[src/rtl/qos_pkg.sv]
// Shared sizes and types for the QoS dispatcher and its round-robin picker.
package qos_pkg;

    localparam int ID_W   = 4;
    localparam int QOS_W  = 3;
    localparam int NUM_ID = 1 << ID_W;

    typedef logic [ID_W-1:0]  id_t;
    typedef logic [QOS_W-1:0] qos_t;
    typedef logic [ID_W:0]    cnt_t;

    typedef struct packed {
        id_t  id;
        qos_t qos;
    } req_t;

endpackage

[src/rtl/qos_rr_pick.sv]
// Combinational winner select: highest QoS among pending entries, ties broken
// round-robin starting at rr_ptr.
module qos_rr_pick
    import qos_pkg::*;
(
    input  logic [NUM_ID-1:0]            pend,
    input  logic [NUM_ID-1:0][QOS_W-1:0] qos,
    input  logic [ID_W-1:0]              rr_ptr,
    output logic                         any,
    output logic [ID_W-1:0]              winner,
    output logic [QOS_W-1:0]             max_qos
);

    localparam int LVLS = (1 << QOS_W) - 1;

    logic [LVLS-1:0]   therm_or;
    logic [NUM_ID-1:0] elig;
    id_t               idx;
    logic              found;

    // Bit k of the OR'd thermometer is set when some pending qos exceeds k,
    // so the number of set bits is the maximum pending qos.
    always_comb begin
        therm_or = '0;
        for (int i = 0; i < NUM_ID; i++) begin
            for (int k = 0; k < LVLS; k++) begin
                if (pend[i] && (qos[i] > qos_t'(k))) therm_or[k] = 1'b1;
            end
        end
        max_qos = '0;
        for (int k = 0; k < LVLS; k++) begin
            max_qos = max_qos + qos_t'(therm_or[k]);
        end
    end

    always_comb begin
        for (int i = 0; i < NUM_ID; i++) begin
            elig[i] = pend[i] && (qos[i] == max_qos);
        end
    end

    // idx wraps naturally at ID_W bits, giving the modulo-NUM_ID search.
    always_comb begin
        winner = rr_ptr;
        found  = 1'b0;
        idx    = '0;
        for (int i = 0; i < NUM_ID; i++) begin
            idx = rr_ptr + id_t'(i);
            if (!found && elig[idx]) begin
                winner = idx;
                found  = 1'b1;
            end
        end
    end

    assign any = |pend;

endmodule

[src/rtl/qos_dispatcher.sv]
// ID-indexed pending table issuing one entry at a time, highest QoS first with
// round-robin among equals, through a registered valid/ready output stage.
module qos_dispatcher
    import qos_pkg::*;
(
    input  logic             clk,
    input  logic             rst,
    input  logic             in_vld,
    output logic             in_rdy,
    input  logic [ID_W-1:0]  in_id,
    input  logic [QOS_W-1:0] in_qos,
    output logic             out_vld,
    input  logic             out_rdy,
    output logic [ID_W-1:0]  out_id,
    output logic [QOS_W-1:0] out_qos,
    output logic [QOS_W-1:0] max_qos,
    output logic [ID_W:0]    count,
    output logic             err_dup
);

    logic [NUM_ID-1:0]            pend;
    logic [NUM_ID-1:0][QOS_W-1:0] qos_tbl;
    id_t                          rr_ptr;

    req_t req;
    logic in_fire, dup, any, load;
    id_t  winner;

    assign req     = '{id: in_id, qos: in_qos};
    assign in_rdy  = ~rst;
    assign in_fire = in_vld & in_rdy;
    // An ID sitting in the output register is still in flight.
    assign dup     = pend[req.id] | (out_vld & (out_id == req.id));
    assign load    = any & (~out_vld | out_rdy);

    qos_rr_pick u_pick (
        .pend    (pend),
        .qos     (qos_tbl),
        .rr_ptr  (rr_ptr),
        .any     (any),
        .winner  (winner),
        .max_qos (max_qos)
    );

    always_ff @(posedge clk) begin
        if (rst) begin
            pend    <= '0;
            qos_tbl <= '0;
            rr_ptr  <= '0;
            out_vld <= 1'b0;
            out_id  <= '0;
            out_qos <= '0;
            err_dup <= 1'b0;
        end else begin
            err_dup <= in_fire & dup;
            if (in_fire && !dup) begin
                pend[req.id]    <= 1'b1;
                qos_tbl[req.id] <= req.qos;
            end
            // The loaded ID is pending, so it can never equal an accepted one.
            if (load) begin
                out_vld      <= 1'b1;
                out_id       <= winner;
                out_qos      <= qos_tbl[winner];
                pend[winner] <= 1'b0;
                rr_ptr       <= winner + id_t'(1);
            end else if (out_vld && out_rdy) begin
                out_vld <= 1'b0;
            end
        end
    end

    always_comb begin
        count = '0;
        for (int i = 0; i < NUM_ID; i++) begin
            count = count + cnt_t'(pend[i]);
        end
        count = count + cnt_t'(out_vld);
    end

endmodule

[config.mk]
export PLATFORM = sky130hd
export DESIGN_NAME = qos_dispatcher
export DESIGN_NICKNAME = d
export VERILOG_FILES = /design/src/rtl/qos_pkg.sv /design/src/rtl/qos_rr_pick.sv /design/src/rtl/qos_dispatcher.sv
export SDC_FILE = /design/constraint.sdc
export NUM_CORES = 1
export LEC_CHECK = 0
export CELL_PAD_IN_SITES_DETAIL_PLACEMENT = 0
export CELL_PAD_IN_SITES_GLOBAL_PLACEMENT = 2
export CORE_MARGIN = 10
export CORE_UTILIZATION = 41
export DETAILED_ROUTE_END_ITERATION = 7
export PLACE_DENSITY = 0.91
export SYNTH_ARGS = -nofsm -noshare
export SYNTH_HDL_FRONTEND = slang
export SYNTH_HIERARCHICAL = 1
export SYNTH_SLANG_ARGS = --single-unit
[constraint.sdc]
create_clock -name clk -period 13 [get_ports clk]
set_clock_uncertainty 0.05 [all_clocks]
set_input_delay 2.6 -clock clk [delete_from_list [all_inputs] [get_ports clk]]
set_output_delay 2.6 -clock clk [all_outputs]
set_load 0.02 [all_outputs]
==> impl_metrics.csv <==
group,metric,value,unit
outcome,status,"completed",
critical_path,worstPathMaxFanout,18,
power,p_sw_share,52.8,%
cells_and_area,multi_input_area,5810,sq um
cts,cts-resized-gates,0,
routing,vias,8220,
cts,root_buffer,"clkbuf_16",
cts,worstSkewPairLatency,350,ps
yosys,synth_compound_area_share,24.1,%
cells_and_area,area_delta_synth_final,7.43,%
critical_path,path_common_cell,"fa_1",
power,p_switching,1.05,mW
yosys,synth_most_common_cell,"dfxtp_1",
yosys,synthesis.nets,1018,
timing,tightest_slew,1130,ps
yosys,synthArstFlopShare,0,%
power,combPwrFrac,72.5,%
critical_path,worst_path_max_delay_cell,"fa_1",
global_routing,grt_max_degree,59,
cells_and_area,layout.cells.non_filler,1216,
yosys,synthAdderAreaFrac,6.16,%
cts,cts_hold_buf,0,
cells_and_area,antenna-diode-count,0,
yosys,seq_area_frac_synth,19.5,%
cts,clk_pin_slew,60,ps
routing,routedWlPerCell,25.2,um
routing,wirelength,30.7,mm
die,io_pins,29,
placed_design,placed_area,8200,sq um
placed_design,place_congestion,1.00,
yosys,ys_warn_count,6,
yosys,synth_edf_count,0,
yosys,synthFlopType,"dfxtp_1",
power,p_int,0.940,mW
power,power.total,1.99,mW
routing,dr.pass1.iters,6,
yosys,synth-simple-area-share,20.7,%
yosys,syn_inst,977,
critical_path,crit_end,"out_qos[0]$_SDFFE_PP0P_",
global_routing,grt_pass1_wl,47.0,mm
job,drv_cap,0,
power,ir_drop,0.000175,V
routing,drc,0,
yosys,synth_top_area_share,19.5,%
timing,fin_crit_sh,75.5,%
power,power_leakage,3.00,nW
cells_and_area,final_area,8510,sq um
placed_design,dp_hpwl,21.9,mm
yosys,ys_seq_elements,77,
timing,fmax,102,MHz
critical_path,critical_path_class,"reg2reg",
timing,final-max-slew-violation-count,0,
critical_path,setup.worst_path.start_class,"register",
cts,cts_buffers,9,
die,die_area,25300,sq um
cts,cts.sinks,77,
power,power_frac_clock,13.3,%
die,die_h,159,um
yosys,synth.avg_cell_area,8.10,sq um
cells_and_area,seq_area,1540,sq um
die,core,18800,sq um
global_routing,grt_pass1_vias,7658,
timing,finalHoldViolations,0,
yosys,synthesis.area,7920,sq um
global_routing,grtUsageTotal,23.0,%
timing,finalSetupViolCount,0,
critical_path,worst-r2r-cell-count,24,
critical_path,crit_start,"qos_tbl[1]$_SDFFE_PP0P_",
yosys,muxShareOfSynthArea,14.9,%
cts,cts_max_path_buffers,2,
critical_path,slowest_delay,1120,ps
yosys,synth_common_cells,"dfxtp_1 (77), nand3_1 (76), a21oi_1 (73), o21ai_0 (73), nand2_1 (62)",
cells_and_area,fill_cells,1933,
cells_and_area,final_core_util,45.2,%
timing,slew_headroom,24.5,%
routing,ant_nets,0,
power,powerDensity,234,nW/um^2
critical_path,end_kind,"register",
yosys,ys_types,79,
cts,htree_levels,3,
routing,viasPerCell,6.76,
critical_path,timing.rr.end,"out_qos[0]$_SDFFE_PP0P_",
routing,first_iter_violations,1136,
timing,setup-tns-final,0,ps
yosys,synth_area_leaders,"dfxtp_1 (19%), mux4_2 (7.7%), xor2_1 (5.9%)",
min_path,min_path_type,"reg2reg",
yosys,yosysTopAreaCell,"dfxtp_1",
die,initial_utilization,42.0,%
yosys,synth_top_family_by_area,"compound AO/OA/AOI/OAI gates",
die,num_rows,50,
global_routing,grt_overflow,0,
critical_path,rr_startpoint,"qos_tbl[1]$_SDFFE_PP0P_",
die,dieWidth,159,um
global_routing,grt_antenna_before_repair,0,
timing,rsz0062_at_grt,"false",
power,sequentialPowerShare,14.3,%
critical_path,crit_chain,"o21ai_0, nand4_1, nor3_1, nand3_1, fa_1, inv_1, fa_1, fa_1, fa_1, xor2_1, nand4b_1, o21ai_0, mux4_2, mux2_2, nor3_2, nor3b_1, nand3_1, a211o_1, a31oi_1, o31a_1, mux4_1, mux4_2, nand2_1, a21oi_1",
cells_and_area,nets,992,
cts,cts_tree,"yes",
placed_design,port_buffers,28,
yosys,synth_xor_area_share,7.52,%
critical_path,r2r_setup_slack,3190,ps
cts,postCtsSetupBuffers,0,
placed_design,dp.cells,1200,
timing,min_period,9810,ps
critical_path,arrival,9960,ps
critical_path,cp.required,13150,ps
cells_and_area,drive_above_1_share,9.62,%
-- worst min-delay path by stage --
| stage | startpoint | to | slack [ps] | cells past startpoint |
|---|---|---|---|---|
| global route | out_id[1]$_SDFFE_PP0P_ | out_id[1]$_SDFFE_PP0P_ | 470 | 2 |
| global placement | out_id[0]$_SDFFE_PP0P_ | out_id[0]$_SDFFE_PP0P_ | 430 | 2 |
| floorplan | qos_tbl[47]$_SDFFE_PP0P_ | qos_tbl[47]$_SDFFE_PP0P_ | 410 | 2 |
| detailed placement | out_id[0]$_SDFFE_PP0P_ | out_id[0]$_SDFFE_PP0P_ | 440 | 2 |
| CTS | out_qos[0]$_SDFFE_PP0P_ | out_qos[0]$_SDFFE_PP0P_ | 450 | 2 |
| finish | out_id[3]$_SDFFE_PP0P_ | out_id[3]$_SDFFE_PP0P_ | 450 | 2 |
-- metrics by stage --
stage	worst slack [ps]	hold WS, ps
global placement	3570	430
detailed placement	3390	437
CTS	3350	450
floorplan	5150	410
global route	2590	474
finish	3190	447
-- critical path, delay by kind of cell (launching register included) --
family	cells	cell delay [ps]
and+or+nand+nor	8	2340
buffers and inverters	1	60
DFF	1	460
xor gates and xnor gates	1	190
AOI/OAI and AO/OA	6	1930
muxes	4	2020
adders and majority gates	4	2600
-- placed cells by master, fill, tap and decap left out, drive strengths merged, types with 9 or more instances in the layout --
master	count
o21ai	84
nand3	77
a21o	13
mux4	30
mux2	16
clkbuf	9
dfxtp	77
o211ai	13
xor2	53
nor2	48
and3	9
a21oi	73
clkdlybuf4s50	27
ha	15
a31o	10
nand4	37
a31oi	9
inv	51
nor4	10
xnor2	15
nand2	62
a22oi	13
fa	15
mux2i	31
nor3	21
-- final cells by class --
class,instances,share of cell area [%]
multi-input combinational,777,68.3
sequential,77,18.1
timing repair buffer,35,3.85
tap,260,3.82
clock buffer,9,2.65
inverter,51,2.25
clock inverter,7,0.956
-- power by group through the flow --
stage          clock (mW)  combinational, mW  sequential (mW)
2_1_floorplan           0               1.09            0.276
3_3_place_gp            0               1.42            0.289
3_5_place_dp            0               1.41            0.289
4_1_cts             0.267               1.42            0.284
5_1_grt             0.277               1.55            0.288
6_report            0.264               1.44            0.284
-- registers in the layout (all words and copies together), names as in the netlist --
signal,cells
err_dup,1
out_id,4
out_qos,3
out_vld,1
pend,16
qos_tbl,48
rr_ptr,4
-- per-layer routing --
metal	up-vias	GRT usage (%)	part of all wire [%]
met5	-	0	0
met3	100	5.03	10
li1	3646	-	-
met1	3930	30.7	42
met2	544	36.2	44
met4	0	7.20	3.5
-- cell families (layout without fill, tap and decap cells) --
| kind of cell | Yosys count | count (layout) |
|---|---|---|
| simple gates | 312 | 312 |
| compound gates | 290 | 290 |
| buf+inv | 123 | 102 |
| mux | 77 | 77 |
| flops | 77 | 77 |
| xor+xnor | 68 | 68 |
| fa+ha+maj | 30 | 30 |
(Power assumes the default switching activity.)
==> variant: new RTL, same flow settings <==
Change the package constant `ID_W` from 4 to 3.
--- a/src/rtl/qos_pkg.sv
+++ b/src/rtl/qos_pkg.sv
@@ -1,7 +1,7 @@
 // Shared sizes and types for the QoS dispatcher and its round-robin picker.
 package qos_pkg;
 
-    localparam int ID_W   = 4;
+    localparam int ID_W   = 3;
     localparam int QOS_W  = 3;
     localparam int NUM_ID = 1 << ID_W;
 
Ports: changed (resized count, in_id and out_id); port bits go from 29 to 26. The function was not compared with the original's and may differ.
==> variant against the original RTL <==
- setup slack gained 1.9 ns
- cell area shrank 48%
- total power shrank 80%
- routed wire length shrank 61%
- non-clock buffer count shrank 8
- synthesized area shrank 48%
- sequential cell count shrank 34
- first-iteration DRC count shrank 73%
- critical endpoint is now max_qos[1]
- largest power group unchanged
==> variant: results (changes against the original RTL) <==
| Metric | Value |
|---|---|
| CP Launch Point | pend[0] |
| Hold Crit Start | out_id[0] |
| Largest regs | qos_tbl: 24 flops, pend: 8 flops |
| Peak supply drop | 0.0518 mV (-70%) |
| Tightest Pin Transition | 1.14 ns (+0.0104 ns) |
| WL final | 11.8 mm (-61%) |
| DPL Wire Length | 8.56 mm (-61%) |
| Clock Root Buffer | clkbuf_8 |
| First-pass GRT wire length | 19.0 mm (-59%) |
| Switch Pwr | 0.156 mW (-85%) |
| Initial antenna violation count | 0 (unchanged) |
| Synth top area cells | dfxtp_1 (21%), mux2i_1 (9.9%), mux4_2 (6.0%), nand2_1 (5.1%), xor2_1 (4.7%) |
| Worst skew pair latency | 0.31 ns (-0.04 ns) |
| Global Route Usage Sum | 0.160 (-0.0702) |
| CTS buffer count | 5 (-4) |
| Crit Path Max Fanout | 12 (-6) |
| Layout cells sized above 1 | 0.108 (+0.0120) |
| Number of global-route vias before repair | 3496 (-54%) |
| Ranking of synthesized cells by instance count | nand2_1 (56), dfxtp_1 (43), mux2i_1 (41), inv_1 (26), nand4_1 (23) |
| Post-synthesis sequential area ratio | 0.209 (+0.0140) |
| Port Buffers | 25 (-11%) |
| Pleak | 1.47 nW (-51%) |
| Status | complete, no violations |
| Largest stage delay, worst path | 0.79 ns (-0.33 ns) |
| Htree depth | 2 (-1) |
| Drt pass-1 iters | 5 (-1) |
| Via Count | 3590 (-56%) |
| Largest net degree at the start of global routing | 40 (-32%) |
| Placer Congestion | 0.962 (-4.2%) |
| Count of different cell masters after synthesis | 76 (-3.8%) |
| Clock transition at the registers of the reported paths | 0.08 ns (+0.02 ns) |
| 1st-iter DRT viols | 303 (-73%) |
| Syn_nets | 482 (-53%) |
| WP data arrival | 5.31 ns (-4.65 ns) |
| Async SR Flop Fraction | 0 (unchanged) |
==> variant: cell type report <==
| cell class | count | area, µm² |
|---|---|---|
| fill | 978 | 5340 |
| inverter | 27 | 101 |
| tap | 133 | 166 |
| multi-input combinational | 357 | 2960 |
| clock inverter | 2 | 12.5 |
| clock buffer | 6 | 72.6 |
| sequential | 43 | 861 |
| timing repair buffer | 27 | 265 |
==> variant: routing by layer <==
layer  global-route usage  wire length, µm  vias up
met5                    0                0        -
met4               0.0445              267        0
met3               0.0242              635       26
met2                0.267             5550      133
met1                0.210             5370     1729
li1                     -                -     1702
==> variant: stage by stage <==
| step | std cells | worst slack, ns |
|---|---|---|
| floorplan | 458 | 5.83 |
| global placement | 587 | 5.41 |
| detailed placement | 587 | 5.22 |
| CTS | 595 | 5.10 |
| global route | 595 | 4.80 |
| finish | 595 | 5.04 |
==> variant: path summary, 6_finish.rpt <==
path           endpoint  slack, ns  cells past startpoint
max          max_qos[1]       5.04                     12
min           out_id[0]       0.44                      2
max reg2reg  out_qos[1]       5.14                     20
min reg2reg   out_id[0]       0.44                      2
==> variant: cell families after synthesis <==
group                      share of synthesized area
AOI/OAI and AO/OA                              0.154
DFF                                            0.209
muxes                                          0.186
and+or+nand+nor                                0.249
buffers and inverters                         0.0737
adders and majority gates                     0.0588
xor gates and xnor gates                      0.0698
==> variant: power by group through the flow <==
| stage | clock network (mW) | logic [mW] | registers (mW) |
|---|---|---|---|
| after floorplan | 0 | 0.133 | 0.149 |
| after global placement | 0 | 0.156 | 0.157 |
| after detailed placement | 0 | 0.158 | 0.157 |
| after CTS | 0.0877 | 0.159 | 0.154 |
| after global routing | 0.0935 | 0.173 | 0.156 |
| final | 0.0875 | 0.158 | 0.154 |
